<file path="src/rtl/uart_receiver_if.sv">
// Purpose: Core-side memory-mapped bus between the Core and the UART
//          receive peripheral, plus a read-only view of the receiver FSM.
//
// Signals:
//   mmio_addr   Core data address (16 bits)
//   mmio_data   Core write data (8 bits, carried but unused by the receiver)
//   mmio_update Core write strobe
//   mmio_rdata  read data for the addressed register, 8'h00 when not addressed
//   mmio_hit    address matches one of the receiver registers
//   rx_state    current receiver FSM state (debug visibility)
//
// Handshake: there is no valid/ready pair on this bus. A write is the single
// cycle in which mmio_update is high, and it takes effect at the next rising
// clock edge. Reads are combinational from mmio_addr and never stall.
interface uart_receiver_if;
    logic [15:0] mmio_addr;
    logic [7:0]  mmio_data;
    logic        mmio_update;
    logic [7:0]  mmio_rdata;
    logic        mmio_hit;
    logic [1:0]  rx_state;

    // Core side drives address/data/strobe.
    modport master (
        output mmio_addr,
        output mmio_data,
        output mmio_update,
        input  mmio_rdata,
        input  mmio_hit,
        input  rx_state
    );

    // Peripheral side answers reads and exposes its state.
    modport slave (
        input  mmio_addr,
        input  mmio_data,
        input  mmio_update,
        output mmio_rdata,
        output mmio_hit,
        output rx_state
    );
endinterface

</file>
<file path="src/rtl/uart_receiver.sv">
// Purpose: UART receive peripheral. Deserialises the rx pin (8N1, LSB first),
//          queues received bytes in a small FIFO and exposes data and status
//          as two memory-mapped bytes.
//
// Ports:
//   clock     system clock, rising edge
//   reset     asynchronous, active-low reset
//   rx        serial line, asynchronous to clock, idles high
//   rx_valid  FIFO not empty
//   bus       uart_receiver_if.slave: mmio_addr/mmio_data/mmio_update in,
//             mmio_rdata/mmio_hit/rx_state out
//
// Register map:
//   DATA_ADDR   read: FIFO head (8'h00 when empty); write: pop one entry
//   STATUS_ADDR read: {busy, count[2:0] (sat. at 7), frame_err, overrun,
//                      full, not_empty}; write: clear the sticky error bits
//
// DEPTH must be a power of two between 2 and 16.
module uart_receiver #(
    parameter int          CLK_FREQ    = 27000000,
    parameter int          BAUD        = 115200,
    parameter int          DEPTH       = 4,
    parameter logic [15:0] DATA_ADDR   = 16'hFF02,
    parameter logic [15:0] STATUS_ADDR = 16'hFF03
) (
    input  logic            clock,
    input  logic            reset,
    input  logic            rx,
    output logic            rx_valid,
    uart_receiver_if.slave  bus
);

    localparam int CLKS_PER_BIT = CLK_FREQ / BAUD;
    localparam int HALF_BIT     = CLKS_PER_BIT / 2;
    localparam int CNT_W        = $clog2(CLKS_PER_BIT);
    localparam int AW           = $clog2(DEPTH);
    localparam int PTR_W        = AW + 1;

    localparam logic [CNT_W-1:0] BIT_LAST  = CNT_W'(CLKS_PER_BIT - 1);
    localparam logic [CNT_W-1:0] HALF_LAST = CNT_W'(HALF_BIT - 1);
    localparam logic [PTR_W-1:0] FULL_CNT  = PTR_W'(DEPTH);

    typedef enum logic [1:0] {
        S_IDLE  = 2'd0,
        S_START = 2'd1,
        S_DATA  = 2'd2,
        S_STOP  = 2'd3
    } state_t;

    // ------------------------------------------------------------------
    // Input synchroniser: both stages reset to the idle (high) level so a
    // reset never looks like a start bit.
    // ------------------------------------------------------------------
    logic rx_meta_q;
    logic rxs_q;

    always_ff @(posedge clock or negedge reset) begin
        if (!reset) begin
            rx_meta_q <= 1'b1;
            rxs_q     <= 1'b1;
        end else begin
            rx_meta_q <= rx;
            rxs_q     <= rx_meta_q;
        end
    end

    // ------------------------------------------------------------------
    // Receiver FSM
    // ------------------------------------------------------------------
    state_t           state_q, state_d;
    logic [CNT_W-1:0] cnt_q, cnt_d;
    logic [2:0]       idx_q, idx_d;
    logic [7:0]       shift_q, shift_d;
    logic             push_req;
    logic             frame_evt;

    always_ff @(posedge clock or negedge reset) begin
        if (!reset) begin
            state_q <= S_IDLE;
            cnt_q   <= '0;
            idx_q   <= '0;
            shift_q <= '0;
        end else begin
            state_q <= state_d;
            cnt_q   <= cnt_d;
            idx_q   <= idx_d;
            shift_q <= shift_d;
        end
    end

    // The counter free-runs inside a state and is zeroed on every
    // transition, so each state measures time from its own entry.
    always_comb begin
        state_d   = state_q;
        cnt_d     = cnt_q + CNT_W'(1);
        idx_d     = idx_q;
        shift_d   = shift_q;
        push_req  = 1'b0;
        frame_evt = 1'b0;

        case (state_q)
            S_IDLE: begin
                cnt_d = '0;
                if (!rxs_q) begin
                    state_d = S_START;
                end
            end

            S_START: begin
                // Mid start bit: a line that is high again was only a glitch.
                if (cnt_q == HALF_LAST) begin
                    cnt_d = '0;
                    if (!rxs_q) begin
                        state_d = S_DATA;
                        idx_d   = 3'd0;
                    end else begin
                        state_d = S_IDLE;
                    end
                end
            end

            S_DATA: begin
                if (cnt_q == BIT_LAST) begin
                    cnt_d          = '0;
                    shift_d[idx_q] = rxs_q;
                    if (idx_q == 3'd7) begin
                        state_d = S_STOP;
                    end else begin
                        idx_d = idx_q + 3'd1;
                    end
                end
            end

            S_STOP: begin
                // Leave for IDLE on the sampling cycle itself so a start bit
                // that follows the stop bit without a gap is still caught.
                if (cnt_q == BIT_LAST) begin
                    cnt_d   = '0;
                    state_d = S_IDLE;
                    if (rxs_q) begin
                        push_req = 1'b1;
                    end else begin
                        frame_evt = 1'b1;
                    end
                end
            end

            default: begin
                state_d = S_IDLE;
                cnt_d   = '0;
            end
        endcase
    end

    // ------------------------------------------------------------------
    // Bus decode
    // ------------------------------------------------------------------
    logic hit_data;
    logic hit_status;
    logic wr_data;
    logic wr_status;

    assign hit_data   = (bus.mmio_addr == DATA_ADDR);
    assign hit_status = (bus.mmio_addr == STATUS_ADDR);
    assign wr_data    = bus.mmio_update && hit_data;
    assign wr_status  = bus.mmio_update && hit_status;

    // Write data is irrelevant: only the strobe and address carry meaning.
    logic unused_mmio_data;
    assign unused_mmio_data = ^bus.mmio_data;

    // ------------------------------------------------------------------
    // FIFO
    // ------------------------------------------------------------------
    logic [7:0]       mem_q [DEPTH];
    logic [PTR_W-1:0] rd_ptr_q, rd_ptr_d;
    logic [PTR_W-1:0] wr_ptr_q, wr_ptr_d;
    logic [PTR_W-1:0] count_q, count_d;
    logic             fifo_empty;
    logic             fifo_full;
    logic             pop;
    logic             push_ok;
    logic             overrun_evt;

    assign fifo_empty = (count_q == '0);
    assign fifo_full  = (count_q == FULL_CNT);
    assign pop        = wr_data && !fifo_empty;

    // A pop in the same cycle frees the slot, so a full FIFO still accepts.
    // When full, the write slot equals the head being popped this cycle.
    assign push_ok     = push_req && (!fifo_full || pop);
    assign overrun_evt = push_req && fifo_full && !pop;

    always_comb begin
        rd_ptr_d = rd_ptr_q;
        wr_ptr_d = wr_ptr_q;
        count_d  = count_q;
        if (pop) begin
            rd_ptr_d = {1'b0, rd_ptr_q[AW-1:0] + AW'(1)};
        end
        if (push_ok) begin
            wr_ptr_d = {1'b0, wr_ptr_q[AW-1:0] + AW'(1)};
        end
        if (push_ok && !pop) begin
            count_d = count_q + PTR_W'(1);
        end else if (pop && !push_ok) begin
            count_d = count_q - PTR_W'(1);
        end
    end

    always_ff @(posedge clock or negedge reset) begin
        if (!reset) begin
            rd_ptr_q <= '0;
            wr_ptr_q <= '0;
            count_q  <= '0;
            for (int i = 0; i < DEPTH; i++) begin
                mem_q[i] <= '0;
            end
        end else begin
            rd_ptr_q <= rd_ptr_d;
            wr_ptr_q <= wr_ptr_d;
            count_q  <= count_d;
            if (push_ok) begin
                mem_q[wr_ptr_q[AW-1:0]] <= shift_q;
            end
        end
    end

    // ------------------------------------------------------------------
    // Sticky error flags: a new event in the clearing cycle wins.
    // ------------------------------------------------------------------
    logic overrun_q, overrun_d;
    logic frame_err_q, frame_err_d;

    always_comb begin
        overrun_d   = overrun_q;
        frame_err_d = frame_err_q;
        if (wr_status) begin
            overrun_d   = 1'b0;
            frame_err_d = 1'b0;
        end
        if (overrun_evt) begin
            overrun_d = 1'b1;
        end
        if (frame_evt) begin
            frame_err_d = 1'b1;
        end
    end

    always_ff @(posedge clock or negedge reset) begin
        if (!reset) begin
            overrun_q   <= 1'b0;
            frame_err_q <= 1'b0;
        end else begin
            overrun_q   <= overrun_d;
            frame_err_q <= frame_err_d;
        end
    end

    // ------------------------------------------------------------------
    // Read mux (combinational)
    // ------------------------------------------------------------------
    logic [7:0] head;
    logic [7:0] count_ext;
    logic [2:0] count_sat;
    logic [7:0] status;

    assign head      = fifo_empty ? 8'h00 : mem_q[rd_ptr_q[AW-1:0]];
    assign count_ext = 8'(count_q);
    assign count_sat = (count_ext > 8'd7) ? 3'd7 : count_ext[2:0];
    assign status    = {(state_q != S_IDLE), count_sat, frame_err_q,
                        overrun_q, fifo_full, !fifo_empty};

    always_comb begin
        bus.mmio_rdata = 8'h00;
        if (hit_data) begin
            bus.mmio_rdata = head;
        end else if (hit_status) begin
            bus.mmio_rdata = status;
        end
    end

    assign bus.mmio_hit = hit_data || hit_status;
    assign bus.rx_state = state_q;
    assign rx_valid     = !fifo_empty;

endmodule

</file>
<file path="src/flat_wrapper.sv">
// flat-port wrapper written by rule: the top's interface ports become plain ports
module uart_receiver_flat 
#(
    parameter int          CLK_FREQ    = 27000000,
    parameter int          BAUD        = 115200,
    parameter int          DEPTH       = 4,
    parameter logic [15:0] DATA_ADDR   = 16'hFF02,
    parameter logic [15:0] STATUS_ADDR = 16'hFF03
)
  (clock, reset, rx, rx_valid, bus_mmio_addr, bus_mmio_data, bus_mmio_update, bus_mmio_rdata, bus_mmio_hit, bus_rx_state);
  uart_receiver_if bus_i ();
  input  logic clock;
  input  logic reset;
  input  logic rx;
  output logic rx_valid;
  input wire logic [$bits(bus_i.mmio_addr)-1:0] bus_mmio_addr;
  input wire logic [$bits(bus_i.mmio_data)-1:0] bus_mmio_data;
  input wire logic [$bits(bus_i.mmio_update)-1:0] bus_mmio_update;
  output wire logic [$bits(bus_i.mmio_rdata)-1:0] bus_mmio_rdata;
  output wire logic [$bits(bus_i.mmio_hit)-1:0] bus_mmio_hit;
  output wire logic [$bits(bus_i.rx_state)-1:0] bus_rx_state;
  assign bus_i.mmio_addr = bus_mmio_addr;
  assign bus_i.mmio_data = bus_mmio_data;
  assign bus_i.mmio_update = bus_mmio_update;
  assign bus_mmio_rdata = bus_i.mmio_rdata;
  assign bus_mmio_hit = bus_i.mmio_hit;
  assign bus_rx_state = bus_i.rx_state;
  uart_receiver #(.CLK_FREQ(CLK_FREQ), .BAUD(BAUD), .DEPTH(DEPTH), .DATA_ADDR(DATA_ADDR), .STATUS_ADDR(STATUS_ADDR)) u_core (.clock(clock), .reset(reset), .rx(rx), .rx_valid(rx_valid), .bus(bus_i));
endmodule
</file>
<file path="config.mk">
export PLATFORM = sky130hd
export DESIGN_NAME = uart_receiver_flat
export DESIGN_NICKNAME = d
export VERILOG_FILES = /design/src/rtl/uart_receiver_if.sv /design/src/rtl/uart_receiver.sv /design/src/flat_wrapper.sv
export SDC_FILE = /design/constraint.sdc
export NUM_CORES = 1
export LEC_CHECK = 0
export BUFFER_PORTS_ARGS = -buffer_cell sky130_fd_sc_hd__buf_2
export CAP_MARGIN = 20
export CORE_UTILIZATION = 39
export CTS_CLUSTER_SIZE = 12
export DETAILED_ROUTE_END_ITERATION = 6
export GPL_ROUTABILITY_DRIVEN = 0
export PLACE_DENSITY = 0.59
export RECOVER_POWER = 25
export SETUP_SLACK_MARGIN = 0.1
export SLEW_MARGIN = 0
export SYNTH_ARGS = -nofsm -noshare
export SYNTH_HDL_FRONTEND = slang
export SYNTH_SLANG_ARGS = --single-unit
</file>
<file path="constraint.sdc">
create_clock -name clock -period 4.7 [get_ports clock]
set_input_delay 0.705 -clock clock [delete_from_list [all_inputs] [get_ports clock]]
set_output_delay 0.705 -clock clock [all_outputs]
set_load 0.1 [all_outputs]
</file>
==> flow_metrics.tcl <==
set metrics [dict create \
    outcome "finished with violations" \
    violations "max-capacitance violations, max-slew violations" \
    io_pins 40 \
    cpPeakStageDelay_ns 0.58 \
    yosys.cell_types.count 43 \
    regArea_um2 1600 \
    yosysMostFrequentCell "dfrtp_1" \
    post_cts_resized 0 \
    port_buffers 31 \
    fin_nets 344 \
    rsz0062_at_grt "false" \
    vias_per_cell 5.20 \
    synth_top_area_frac 0.464 \
    die_x_um 94.6 \
    critical_path_arrival_ns 2.67 \
    wl_per_cell_um 15.5 \
    synth_ff_type "dfrtp_1" \
    synth_common_cells "dfrtp_1 (62), mux2_2 (39), nor2_1 (18)" \
    synthTopCellsByArea "dfrtp_1 (46%), mux2_2 (13%), mux4_2 (5.4%)" \
    post_synth.cell_area_avg_um2 12.5 \
    worstPathCellList "buf_2 -> or4b_4 -> nor4_4 -> and2_1 -> a22o_1 -> buf_2" \
    die_h_um 94.6 \
    switching_power_uw 218 \
    clkPwrFrac 0.456 \
    path_common_cell "buf_2" \
    worst_slew_pin_slew_ns 1.78 \
    power_frac_seq 0.522 \
    crit_family "simple AND/OR/NAND/NOR gates" \
    start_util 0.405 \
    p_int_uw 843 \
    ir_drop_v 0.000140 \
    async_flop_share 1.00 \
    fin_cells 410 \
    synth_seq_cells 64 \
    via_count 2130 \
    routed_wl_um 6380 \
    hold_buffers 0 \
    htree_levels 3 \
    grt_usage 0.160 \
    die-area_um2 8950 \
    powerDensity_nw_per_um2 279 \
    timing.final.crit_share 0.719 \
    syn_nets 311 \
    synth_edf_count 0 \
    cts_tree "yes" \
    antenna_found_initial 0 \
    drt_iter0_drc 91 \
    p_leak_nw 1.83 \
    finalCriticalPeriod_ns 3.38 \
    synthCells 268 \
    grt_max_degree 35 \
    crit_fanout 7 \
    clk_latency_ns 0.33 \
    final_hold_viol_count 0 \
    total_power_mw 1.06 \
    area_growth_syn_to_layout_pct 13.6 \
    syn_area_um2 3340 \
    synth.largest_area_cell "dfrtp_1" \
    ys_seq_area_frac 0.480 \
    slew_headroom -0.186 \
    overflow 0 \
    rows 33 \
    cts_made_buffers 9 \
    cts_setup_buffers 0 \
    drc_errors 0 \
    maxSlewViolCount 67 \
    critical_path_class "input port to primary output" \
    fin_util 0.460 \
    crit_required_ns 3.99 \
    critPathLaunchType "input port" \
    fmax_mhz 296 \
    dp_hpwl_um 4570 \
    crit_path_end_kind "primary output" \
    hold_class "register to register" \
    holdWs_ns 0.355 \
    antenna_cells 0 \
    fin_setup_tns_ns 0 \
    crit_slowest_cell "or4b_4" \
    cts.sinks 64 \
    dp_cells 395 \
    grt_pass1_vias 2113 \
    netSwitchingFraction 0.206 \
    clockBufferDepth 2 \
    grt_pass1_wl_um 10500 \
    skew_ns 0.00478 \
    drive_above_1_share 0.351 \
    yosys_warnings 0 \
    cts_root_buf "clkbuf_8" \
    firstDrtPassIters 4 \
    maxCapViolations 2 \
    fillers 772 \
    multi_input_area_um2 1650 \
    setup_viol 0 \
    design.core.area_um2 8260 \
    p_comb_frac 0.022 \
    path_buf_inv 2 \
    cts.clk_slew.worst_paths_ns 0.06 \
    antenna_left 0 \
]
worst paths after layout:
path	startpoint	to	slack, ns	cells after the start
max	bus_mmio_addr[5]	bus_mmio_rdata[3]	1.32	6
min	u_core.rx_meta_q	u_core.rxs_q	0.36	0
max reg2reg	u_core.cnt_q[1]	u_core.count_q[2]	1.42	13
min reg2reg	u_core.rx_meta_q	u_core.rxs_q	0.36	0
max in group asynchronous	reset	asynchronous set/reset pin	1.50	2
min in group asynchronous	reset	u_core.mem_q[26]	0.82	1
layout by cell type (no fill, tap or decap), types with 4 or more instances in the layout:
| cell type | synthesis | routed |
|---|---|---|
| nand3_1 | 12 | 12 |
| nor3_1 | 4 | 4 |
| mux4_2 | 8 | 8 |
| nand2_1 | 16 | 16 |
| nand3_4 | 4 | 4 |
| buf_2 | 0 | 30 |
| a22o_1 | 6 | 6 |
| dfrtp_1 | 62 | 62 |
| nor2_1 | 18 | 17 |
| xor2_1 | 5 | 5 |
| xnor2_1 | 7 | 7 |
| nand4_1 | 6 | 6 |
| inv_1 | 12 | 12 |
| ha_1 | 14 | 14 |
| mux2_2 | 39 | 39 |
| clkbuf_8 | 0 | 12 |
layer usage:
| layer | part of all wire | GRT usage |
|---|---|---|
| met1 | 0.48 | 0.206 |
| met2 | 0.46 | 0.255 |
| met3 | 0.043 | 0.0507 |
| met4 | 0.016 | 0.0505 |
| met5 | 0 | 0 |
flip-flops by register name, summed over array words and instances, names as in the netlist, named ones only:
signal	flops
u_core.bus.rx_state	1
u_core.cnt_q	8
u_core.count_q	3
u_core.frame_err_q	1
u_core.idx_q	3
u_core.mem_q	32
u_core.overrun_q	1
u_core.rd_ptr_q	2
u_core.rx_meta_q	1
u_core.rxs_q	1
u_core.shift_q	8
u_core.wr_ptr_q	2
power groups by stage:
| stage | Combinational (mW) | Sequential, mW | Clock (mW) |
|---|---|---|---|
| 3_3_place_gp | 0.0248 | 0.564 | 0 |
| 6_report | 0.0237 | 0.554 | 0.484 |
| 4_1_cts | 0.0255 | 0.554 | 0.501 |
| 2_1_floorplan | 0.00445 | 0.563 | 0 |
| 3_5_place_dp | 0.0253 | 0.564 | 0 |
| 5_1_grt | 0.0274 | 0.554 | 0.527 |
layout make-up:
class	instances	area share
Clock buffer	12	0.0435
Clock inverter	3	0.0105
Inverter	12	0.0119
Multi-Input combinational cell	182	0.436
Sequential cell	64	0.422
Tap cell	105	0.0346
Timing Repair Buffer	32	0.0415
metrics by stage:
stage,setup slack [ns],instance area (µm²)
floorplan,0.314,3350
detailed placement,1.22,3600
global placement,1.26,3600
finish,1.32,3800
CTS,1.30,3800
global route,0.859,3800
cells by family after synthesis:
logic type      Yosys count  share of synthesized area
simple gates             84                      0.156
flops                    64                      0.480
mux                      51                      0.200
buf+inv                  22                     0.0281
compound gates           20                     0.0464
fa+ha+maj                15                     0.0584
xor+xnor                 12                     0.0314
Power figures use the tool's default switching activity.
